<file path="src/rtl/echo_initiator_pkg.sv">
// ---------------------------------------------------------------------------
// echo_initiator_pkg: state encoding and error-counter limit for the echo loop
// Rev 1.0
// ---------------------------------------------------------------------------
`default_nettype none

package echo_initiator_pkg;

  typedef enum logic [1:0] {
    ST_IDLE  = 2'd0,
    ST_SEND  = 2'd1,
    ST_WAIT  = 2'd2,
    ST_CHECK = 2'd3
  } state_t;

  localparam logic [7:0] ERR_MAX = 8'd255;

  function automatic logic [7:0] sat_inc(input logic [7:0] value);
    return (value == ERR_MAX) ? value : value + 8'd1;
  endfunction

endpackage

`default_nettype wire

</file>
<file path="src/rtl/echo_timer.sv">
// ---------------------------------------------------------------------------
// echo_timer: counts response-wait cycles and flags the last allowed cycle
// Rev 1.0
// ---------------------------------------------------------------------------
`default_nettype none

module echo_timer #(
  parameter int TIMEOUT = 15
) (
  input  logic clk,
  input  logic rst_n,
  input  logic clear,
  input  logic enable,
  output logic expired
);

  localparam logic [7:0] LAST = 8'(TIMEOUT - 1);

  logic [7:0] count;

  always_ff @(posedge clk) begin
    if (!rst_n) begin
      count <= 8'd0;
    end else if (clear) begin
      count <= 8'd0;
    end else if (enable) begin
      count <= count + 8'd1;
    end
  end

  assign expired = (count == LAST);

endmodule

`default_nettype wire

</file>
<file path="src/rtl/echo_initiator.sv">
// ---------------------------------------------------------------------------
// echo_initiator: sends one word, waits for its echo and checks it
// Rev 1.0
// ---------------------------------------------------------------------------
`default_nettype none

module echo_initiator
  import echo_initiator_pkg::*;
#(
  parameter int WIDTH   = 8,
  parameter int TIMEOUT = 15
) (
  input  logic             clk,
  input  logic             rst_n,
  input  logic             start,
  input  logic [WIDTH-1:0] data_in,
  output logic             req_valid,
  output logic [WIDTH-1:0] req_data,
  input  logic             rsp_valid,
  input  logic [WIDTH-1:0] rsp_data,
  output logic             busy,
  output logic             done,
  output logic             match,
  output logic             timeout,
  output logic [7:0]       err_count
);

  state_t           state;
  state_t           state_nxt;
  logic [WIDTH-1:0] req_word;
  logic [WIDTH-1:0] rsp_word;
  logic             match_held;
  logic [7:0]       errs;
  logic             expired;
  logic             accept;
  logic             got_rsp;
  logic             expire_now;
  logic             same;
  logic             err_inc;

  assign accept     = (state == ST_IDLE) && start;
  assign got_rsp    = (state == ST_WAIT) && rsp_valid;
  // A response on the last wait cycle takes priority over the timeout.
  assign expire_now = (state == ST_WAIT) && !rsp_valid && expired;
  assign same       = (rsp_word == req_word);
  assign err_inc    = expire_now || ((state == ST_CHECK) && !same);

  echo_timer #(
    .TIMEOUT (TIMEOUT)
  ) u_timer (
    .clk     (clk),
    .rst_n   (rst_n),
    .clear   (state != ST_WAIT),
    .enable  ((state == ST_WAIT) && !rsp_valid && !expired),
    .expired (expired)
  );

  always_ff @(posedge clk) begin
    if (!rst_n) begin
      state <= ST_IDLE;
    end else begin
      state <= state_nxt;
    end
  end

  always_comb begin
    state_nxt = state;
    case (state)
      ST_IDLE:  if (start) state_nxt = ST_SEND;
      ST_SEND:  state_nxt = ST_WAIT;
      ST_WAIT:  if (rsp_valid || expired) state_nxt = rsp_valid ? ST_CHECK : ST_IDLE;
      ST_CHECK: state_nxt = ST_IDLE;
      default:  state_nxt = ST_IDLE;
    endcase
  end

  always_ff @(posedge clk) begin
    if (!rst_n) begin
      req_word   <= '0;
      rsp_word   <= '0;
      match_held <= 1'b0;
      errs       <= 8'd0;
    end else begin
      if (accept) begin
        req_word   <= data_in;
        match_held <= 1'b0;
      end
      if (got_rsp) begin
        rsp_word <= rsp_data;
      end
      if (state == ST_CHECK) begin
        match_held <= same;
      end
      if (err_inc) begin
        errs <= sat_inc(errs);
      end
    end
  end

  assign req_valid = (state == ST_SEND);
  assign req_data  = req_word;
  assign busy      = (state != ST_IDLE);
  assign done      = (state == ST_CHECK);
  assign match     = (state == ST_CHECK) ? same : match_held;
  assign timeout   = expire_now;
  assign err_count = errs;

  always_ff @(posedge clk) begin
    if (rst_n) begin
      assert ($onehot0({done, timeout, req_valid}));
      assert (busy || (!done && !req_valid));
    end
  end

endmodule

`default_nettype wire

</file>
<file path="config.mk">
export PLATFORM = sky130hd
export DESIGN_NAME = echo_initiator
export DESIGN_NICKNAME = d
export VERILOG_FILES = /design/src/rtl/echo_initiator_pkg.sv /design/src/rtl/echo_timer.sv /design/src/rtl/echo_initiator.sv
export SDC_FILE = /design/constraint.sdc
export NUM_CORES = 1
export LEC_CHECK = 0
export CORE_AREA = 4 4 67 69
export DETAILED_ROUTE_END_ITERATION = 10
export DIE_AREA = 0 0 71 73
export PLACE_DENSITY = 0.71
export SLEW_MARGIN = 20
export SYNTH_ARGS = -nofsm -noshare
export SYNTH_HDL_FRONTEND = slang
export SYNTH_HIERARCHICAL = 1
export SYNTH_SLANG_ARGS = --single-unit
</file>
<file path="constraint.sdc">
create_clock -name clk -period 4.9 [get_ports clk]
set_input_delay 1.47 -clock clk [delete_from_list [all_inputs] [get_ports clk]]
set_output_delay 1.47 -clock clk [all_outputs]
set_load 0.02 [all_outputs]
</file>
==> impl_metrics.env <==
export IMPL_status="complete, no violations"
export IMPL_pin_count=41
export IMPL_r2r_end="u_timer/count[7]"
export IMPL_postLayoutCoreUtil_pct=56.7
export IMPL_clk_pin_slew_worst_paths_ns=0.07
export IMPL_grt_util_all_layers_pct=14.2
export IMPL_criticalPathCategory="input port to output port"
export IMPL_cpMostUsedCell="clkdlybuf4s50_1"
export IMPL_rr_worst_depth=8
export IMPL_syn_avg_cell_area_um2=8.98
export IMPL_reg2reg_slack_ns=2.47
export IMPL_yosys_top_cells_area="dfxtp_1 42%, mux2i_1 6.5%, nand2_1 6.0%"
export IMPL_min_path_cells=2
export IMPL_rsz0062_at_grt="no"
export IMPL_wire_per_inst_um=12.6
export IMPL_cts_sinks=35
export IMPL_place_inst=271
export IMPL_first_pass_iters=4
export IMPL_synth_edf_count=0
export IMPL_synth_top_cell_by_area="dfxtp_1"
export IMPL_fin_nets=251
export IMPL_finalHoldViolations=0
export IMPL_rows=23
export IMPL_antenna_found_initial=0
export IMPL_fin_ws_ns=0.326
export IMPL_cp_end_kind="output port"
export IMPL_io_buffers=40
export IMPL_busiest_layer="met2"
export IMPL_cts_root_buf="clkbuf_8"
export IMPL_cap_violations=0
export IMPL_cellLeakagePower_uw=0.000828
export IMPL_synthCells=188
export IMPL_cts_buffers=5
export IMPL_clkLatencyLatePin_ns=0.28
export IMPL_met1_usage_pct=16.9
export IMPL_gr_usage_met2_pct=23.5
export IMPL_tightest_slew_ns=0.785
export IMPL_ys_types=41
export IMPL_fmax_mhz=219
export IMPL_start_util_pct=43.1
export IMPL_vdd_drop_max_v=0.000189
export IMPL_finalSetupViolations=0
export IMPL_placed_area_mm2=0.00212
export IMPL_slew_violations=0
export IMPL_p_per_area_mw_per_mm2=274
export IMPL_fin_skew_ns=0.00381
export IMPL_fin_setup_tns_ns=0
export IMPL_ctsHoldBuffers=0
export IMPL_yosys_warnings=6
export IMPL_globalplace_congestion=0.838
export IMPL_cp_arrival_ns=3.10
export IMPL_drive_above_1_share_pct=7.86
export IMPL_critPathBufInv=3
export IMPL_cts_tree="yes"
export IMPL_vias=1402
export IMPL_hp_start="match_held"
export IMPL_drc=0
export IMPL_rr_startpoint="u_timer/count[0]"
export IMPL_ys_seq_elements=35
export IMPL_layout_min_cycle_time_ns=4.57
export IMPL_grt_pass1_wl_um=5830
export IMPL_ant_nets=0
export IMPL_core_area_mm2=0.00391
export IMPL_async_flop_share_pct=0
export IMPL_path_max_fanout=7
export IMPL_cp_data_required_time_ns=3.43
export IMPL_syn_area_mm2=0.00169
export IMPL_slowest_stage="clkdlybuf4s50_1"
export IMPL_fin_cells=279
export IMPL_design_area_mm2=0.00222
export IMPL_globalRouteMet3Util_pct=5.51
export IMPL_die_width_um=71
export IMPL_finalWirelength_um=3520
export IMPL_num_antenna_cells=0
export IMPL_hold_path_end="match_held"
export IMPL_min_period_over_period_pct=93.4
export IMPL_synth_top_flop_cell="dfxtp_1"
export IMPL_place_hpwl_um=2580
export IMPL_grt_pass1_vias=1359
export IMPL_cpPeakStageDelay_ns=0.62
export IMPL_slew_headroom_pct=47.3
export IMPL_crit_path_cell_trace="clkdlybuf4s50_1, nand4bb_2, inv_1, clkdlybuf4s50_1"
export IMPL_via_per_inst=5.03
export IMPL_area_growth_pct=31.4
export IMPL_overflow=0
export IMPL_htree_levels=2
export IMPL_cp_start_kind="input port"
export IMPL_hp_class="flop to flop"
export IMPL_clk_path_buf_depth=2
export IMPL_die_h_um=73
export IMPL_synth_most_common_cell="dfxtp_1"
export IMPL_synthTopCellsByCount="35 x dfxtp_1, 27 x nand2_1, 11 x mux2i_1, 10 x a21boi_0, 10 x xnor2_1"
export IMPL_synth_nets=211
export IMPL_drt_iter0_drc=56
export IMPL_die_area_mm2=0.00518
export IMPL_synth_top_area_share_pct=41.5
export IMPL_worst_path_dominant_cell_family="buffers and inverters"
export IMPL_dp_slack_ns=0.326
export IMPL_cts_repair_resized=0
export IMPL_synth_yosys_seq_area_share_pct=41.5
export IMPL_grt_max_degree=33
export IMPL_cts_setup_buffers=0
[power breakdown]
| group | switching, uW | internal, uW | leakage (uW) | total (uW) |
|---|---|---|---|---|
| logic | 38.1 | 43.1 | 0.000493 | 81.1 |
| clock network | 98.5 | 128 | 0.0000515 | 227 |
| registers | 8.00 | 293 | 0.000284 | 301 |
| total | 145 | 464 | 0.000828 | 609 |
[final cells by class]
class,count,area [um^2]
clock buffer,8,100
fill,377,1700
inverter,7,26.3
multi-input combinational,138,921
sequential,35,701
tap,50,62.6
timing repair buffer,41,408
[kinds of logic after synthesis]
kind of cell    after synthesis  synth area share [%]
flops                        35                  41.5
xor+xnor                     13                  6.75
compound gates               33                  14.0
simple gates                 78                  25.1
buf+inv                      15                  3.93
fa+ha+maj                     3                  2.22
mux                          11                  6.52
[per-stage QoR]
stage | hold WS [ns] | total power [uW]
6_report | 0.475 | 609
3_3_place_gp | 0.462 | 389
3_5_place_dp | 0.475 | 389
2_1_floorplan | 0.455 | 351
4_1_cts | 0.485 | 618
5_1_grt | 0.506 | 634
[metal layers]
layer	part of all wire (%)	vias up
met3	5.9	5
met5	0	-
met1	46	642
li1	-	724
met2	47	31
met4	1.2	0
[worst max-delay path by stage]
stage               cells after the start  slack [ns]  endpoint  startpoint
CTS                                     4        0.33   timeout   rsp_valid
global route                            4        0.28   timeout   rsp_valid
finish                                  4        0.33   timeout   rsp_valid
floorplan                               2        1.45   timeout   rsp_valid
detailed placement                      4        0.33   timeout   rsp_valid
global placement                        4        0.36   timeout   rsp_valid
[state kept, by name (all words and copies together), names as in the netlist]
name / count
req_data: 8
rsp_word: 8
err_count: 8
u_timer/count: 8
match_held: 1
state: 2
[worst min-delay path, delay by kind of cell, from the launching register on]
kind | cells | cell delay (ns)
flops | 1 | 0.31
compound gates | 1 | 0.07
simple gates | 1 | 0.05
[cells in the final DEF, fill, tap and decap left out, drive strengths merged, types with 6 or more instances in the layout]
cell type      Yosys  final
clkdlybuf4s50      0     40
a21oi              6      6
mux2i             11     11
nor2               7      7
a21boi            12     12
dfxtp             35     35
nand4              7      7
o21ai              6      6
inv                7      7
xnor2             10     10
nand2             27     27
nor2b              9      9
clkbuf             3      8
(Power assumes the default switching activity.)
==> variant 1 (config.mk and constraints unchanged) <==
Register the inputs `start`, `data_in`, `rsp_valid` and `rsp_data` before use, with the module's reset. The logic sees them one clock later.
--- a/src/rtl/echo_initiator.sv
+++ b/src/rtl/echo_initiator.sv
@@ -26,4 +26,23 @@
 );
 
+  logic start_q;
+  logic [WIDTH-1:0] data_q;
+  logic rsp_valid_q;
+  logic [WIDTH-1:0] rsp_data_q;
+
+  always_ff @(posedge clk) begin
+    if (!rst_n) begin
+      start_q     <= '0;
+      data_q      <= '0;
+      rsp_valid_q <= '0;
+      rsp_data_q  <= '0;
+    end else begin
+      start_q     <= start;
+      data_q      <= data_in;
+      rsp_valid_q <= rsp_valid;
+      rsp_data_q  <= rsp_data;
+    end
+  end
+
   state_t           state;
   state_t           state_nxt;
@@ -39,8 +58,8 @@
   logic             err_inc;
 
-  assign accept     = (state == ST_IDLE) && start;
-  assign got_rsp    = (state == ST_WAIT) && rsp_valid;
+  assign accept     = (state == ST_IDLE) && start_q;
+  assign got_rsp    = (state == ST_WAIT) && rsp_valid_q;
   // A response on the last wait cycle takes priority over the timeout.
-  assign expire_now = (state == ST_WAIT) && !rsp_valid && expired;
+  assign expire_now = (state == ST_WAIT) && !rsp_valid_q && expired;
   assign same       = (rsp_word == req_word);
   assign err_inc    = expire_now || ((state == ST_CHECK) && !same);
@@ -52,5 +71,5 @@
     .rst_n   (rst_n),
     .clear   (state != ST_WAIT),
-    .enable  ((state == ST_WAIT) && !rsp_valid && !expired),
+    .enable  ((state == ST_WAIT) && !rsp_valid_q && !expired),
     .expired (expired)
   );
@@ -67,7 +86,7 @@
     state_nxt = state;
     case (state)
-      ST_IDLE:  if (start) state_nxt = ST_SEND;
+      ST_IDLE:  if (start_q) state_nxt = ST_SEND;
       ST_SEND:  state_nxt = ST_WAIT;
-      ST_WAIT:  if (rsp_valid || expired) state_nxt = rsp_valid ? ST_CHECK : ST_IDLE;
+      ST_WAIT:  if (rsp_valid_q || expired) state_nxt = rsp_valid_q ? ST_CHECK : ST_IDLE;
       ST_CHECK: state_nxt = ST_IDLE;
       default:  state_nxt = ST_IDLE;
@@ -83,9 +102,9 @@
     end else begin
       if (accept) begin
-        req_word   <= data_in;
+        req_word   <= data_q;
         match_held <= 1'b0;
       end
       if (got_rsp) begin
-        rsp_word <= rsp_data;
+        rsp_word <= rsp_data_q;
       end
       if (state == ST_CHECK) begin
Formal check against the unedited RTL: not equivalent (Yosys sat finds a counterexample within 4 cycles, from zero or initial values and one cycle with rst_n low).
==> variant 1 against the original RTL <==
Power is 34% higher; critical path depth is 3 higher; clock power is 33% higher; via count is 17% higher; sequential cell count is 18 higher; setup slack better by 0.65 ns; core utilization is 14 points higher; synthesized area is 31% higher; wire length is 14% higher; cell area is 25% higher; sequential power is 49% higher; largest cell class unchanged.
==> variant 1: results (changes against the original RTL) <==
clock_skew_ns: 0.0128  # +0.00896 ns
hold-path-endpoint: "req_data[7]$_SDFFE_PN0P_"
netlist-cell-type-count: 42  # +2.4%
seq_cell_power_mw: 0.448  # +49%
ys_seq_area_frac: 0.479  # +0.0642
clk_pin_slew_worst_paths_ns: 0.10  # +0.03 ns
drt_iter0_drc: 120  # +110%
r2r_slack_ns: 2.45  # -0.02 ns
place_congestion: 0.749  # -11%
drt-vias-per-instance: 5.11  # +1.7%
synth.area.top_cells: "dfxtp_1, and2_1, nand2_1"
synth_nets: 253  # +20%
timing.hold.ws_ns: 0.440  # -0.0351 ns
p_leak_nw: 1.14  # +38%
pg_clk_mw: 0.303  # +33%
status: "finished clean"
worstMarginPinSlew_ns: 0.767  # -0.0180 ns
cp_max_fo: 4  # -3
wl_per_cell_um: 12.5  # -0.76%
ys_warn_count: 6  # unchanged
dp_hpwl_mm: 2.74  # +6.2%
synthAdderAreaFrac: 0.0170  # -0.00528
grt_pass1_wl_mm: 6.87  # +18%
synth.area.mux_share: 0.0497  # -0.0155
clkPwrFrac: 0.371  # -0.002
hold_start: "data_q[7]$_SDFF_PN0_"
yosys-top-cells-count: "dfxtp_1, nand2_1, and2_1"
ir_drop_mv: 0.217  # +15%
arrival_ns: 2.46  # -0.64 ns
critPathLaunch: "u_timer/count[0]$_SDFFE_PP0P_"
worstSkewPairLatency_ns: 0.31  # +0.03 ns
synth_compound_area_frac: 0.110  # -0.0304
drive_above_1_share: 0.0556  # -0.0230
track_usage: 0.168  # +0.0256
synth-xor-area-share: 0.0514  # -0.0160
fillerInstances: 327  # -13%
nets: 292  # +16%
cell_internal_pwr_mw: 0.633  # +36%
grt_max_degree: 53  # +61%
## variant 1: cell types whose count changed in the layout (fill, tap and decap cells not counted), sizes merged, moves of 3 or more
cell	before	now
and2	3	20
clkbuf	8	5
dfxtp	35	53
nand2	27	32
or3	5	2
xnor2	10	1
xor2	3	12
## variant 1: critical path, cell delays in order, from the launching register on
cell and delay [ns]:
dfxtp_1 0.36, inv_1 0.08, ha_1 0.15, nand4b_1 0.10
nor4_1 0.49, nand4bb_2 0.26, inv_2 0.12, clkdlybuf4s50_1 0.60
## variant 1: stage by stage
step | instances | worst slack, ns | utilization
floorplan | 230 | 2.08 | -
global placement | 312 | 1.43 | 0.676
detailed placement | 312 | 1.35 | 0.676
CTS | 320 | 0.967 | 0.706
global route | 320 | 0.796 | 0.706
finish | 320 | 0.975 | 0.706
## variant 1: final cells by class
type | count | area (um2) | share of cell area
Clock buffer | 5 | 68.8 | 0.0249
Clock inverter | 3 | 47.5 | 0.0172
Inverter | 7 | 26.3 | 0.00951
Multi-Input combinational cell | 161 | 1090 | 0.394
Sequential cell | 53 | 1060 | 0.384
Tap cell | 50 | 62.6 | 0.0226
Timing Repair Buffer | 41 | 408 | 0.148
## variant 1: cells by family (layout without fill, tap and decap cells)
group,Yosys count,after routing
buffers and inverters,16,56
adders and majority gates,3,3
and+or+nand+nor,101,101
AOI/OAI and AO/OA,33,33
xor gates and xnor gates,13,13
DFF,53,53
muxes,11,11
## variant 1: per-layer routing
layer	wire length, um	vias to the layer above	track usage
li1	-	855	-
met1	1830	748	0.196
met2	1930	29	0.286
met3	223	4	0.0647
met4	22	0	0.0501
met5	0	-	0
==> variant 2 (config.mk and constraints unchanged) <==
Made on the original files. Change the parameter `WIDTH` from 8 to 9.
--- a/src/rtl/echo_initiator.sv
+++ b/src/rtl/echo_initiator.sv
@@ -8,5 +8,5 @@
   import echo_initiator_pkg::*;
 #(
-  parameter int WIDTH   = 8,
+  parameter int WIDTH   = 9,
   parameter int TIMEOUT = 15
 ) (
Interface: changed (resized data_in, req_data and rsp_data); port bits go from 41 to 44. The function was not compared with the original's and may differ.
==> variant 2 against the original RTL <==
Sequential cell count rose by 2; sequential power rose by 6%; first-iteration DRC count rose to 2.8 times the old value; cell area rose by 5.3%; final cell count rose by 11%; non-clock buffer count rose by 3; synthesized area rose by 3.8%; sequential share of layout area rose by 0.12 points; setup slack improved by 0.10 ns; power rose by 14%; via count rose by 12%; combinational power rose by 21%; wire length rose by 9.3%; critical path type unchanged.
==> variant 2: results (changes against the original RTL) <==
cp_max_fo: 10  # +3
drt-vias-per-instance: 5.07  # +0.85%
io_buffers: 43  # +7.5%
clk_pin_slew_worst_paths_ns: 0.07  # about the same
place_congestion: 0.805  # -4.0%
status: "finished clean"
switching_share: 0.246  # +0.00809
synth_nets: 241  # +14%
gr-total-overflow: 0  # unchanged
clock_skew_ns: 0.00609  # +0.00227 ns
ir_drop_mv: 0.186  # -1.6%
drive_above_1_share: 0.0577  # -0.0209
grt_pass1_vias: 1489  # +9.6%
timing.hold.ws_ns: 0.470  # -0.00568 ns
buffer_area_frac: 0.187  # +0.00360
grt_pass1_wl_mm: 6.54  # +12%
clockBufferCount: 7  # -1
ys_seq_area_frac: 0.423  # +0.00773
ys_ff_latch: 37  # +5.7%
hold-path-endpoint: "rsp_word[5]$_SDFFE_PN0P_"
multi_input_area_um2: 945  # +2.6%
worstMarginPinSlew_ns: 0.795  # +0.0101 ns
arrival_ns: 3.00  # -0.10 ns
num-nonclk-inverters: 9  # +2
synth.area.top_cells: "dfxtp_1, nand2_1, a21oi_1"
hold_start: "rsp_word[5]$_SDFFE_PN0P_"
clock_area_frac: 0.0498  # +0.00469
grt_max_degree: 24  # -27%
p_leak_nw: 0.812  # -1.9%
nets: 284  # +13%
r2r_slack_ns: 2.35  # -0.12 ns
netlist-cell-type-count: 33  # -20%
nNonClkBuffers: 44  # +7.3%
reg2reg_depth: 6  # -2
r2r-start: "state[1]$_SDFFE_PN0P_"
multi_input_cells: 162  # +17%
yosys-top-cells-count: "nand2_1, dfxtp_1, a21oi_1"
drt_iter0_drc: 155  # +180%
fillerInstances: 370  # -1.9%
seq_share: 0.317  # +0.00124
track_usage: 0.160  # +0.0179
dp_hpwl_mm: 2.72  # +5.5%
## variant 2: changes by cell type in the layout (fill, tap and decap cells not counted), moves of 3 or more
cell,unedited run,this run
mux2i_1,11,7
o21ai_0,5,1
a21oi_1,6,25
nand3_1,5,12
nand2b_1,3,6
clkdlybuf4s50_1,40,43
nor2b_1,9,3
a21boi_0,10,0
nand2_1,27,48
## variant 2: stage by stage
step | cells | area, um2 | util | setup slack, ns
detailed placement | 302 | 2220 | 0.567 | 0.424
global route | 310 | 2340 | 0.597 | 0.297
CTS | 310 | 2340 | 0.597 | 0.420
floorplan | 216 | 1750 | - | 1.47
finish | 310 | 2340 | 0.597 | 0.428
global placement | 302 | 2220 | 0.567 | 0.414
## variant 2: power groups by stage
stage	clock network [mW]	logic [mW]	registers (mW)
after floorplan	0	0.0492	0.330
after global placement	0	0.0976	0.325
after detailed placement	0	0.0985	0.325
after CTS	0.282	0.0989	0.318
after global routing	0.291	0.107	0.319
final	0.275	0.0978	0.318
## variant 2: cells by family after synthesis
family / after synthesis / synth area share
AND/OR/NAND/NOR: 102 / 0.289
AO/OA/AOI/OAI: 37 / 0.124
flip-flops: 37 / 0.423
buffers and inverters: 17 / 0.0379
XOR/XNOR: 13 / 0.0650
multiplexers: 7 / 0.0400
adder cells (fa/ha/maj): 3 / 0.0214
## variant 2: layer usage
| layer | track usage | routed length (um) | vias to the layer above |
|---|---|---|---|
| met1 | 0.201 | 1840 | 708 |
| met4 | 0.0752 | 77 | 0 |
| met5 | 0 | 0 | - |
| met3 | 0.0523 | 194 | 6 |
| li1 | - | - | 828 |
| met2 | 0.249 | 1730 | 29 |
## variant 2: worst max-delay path: stages
cell             delay (ns)
clkdlybuf4s50_1        0.42
nor2b_1                0.24
nand2_2                0.19
inv_1                  0.09
clkdlybuf4s50_1        0.59
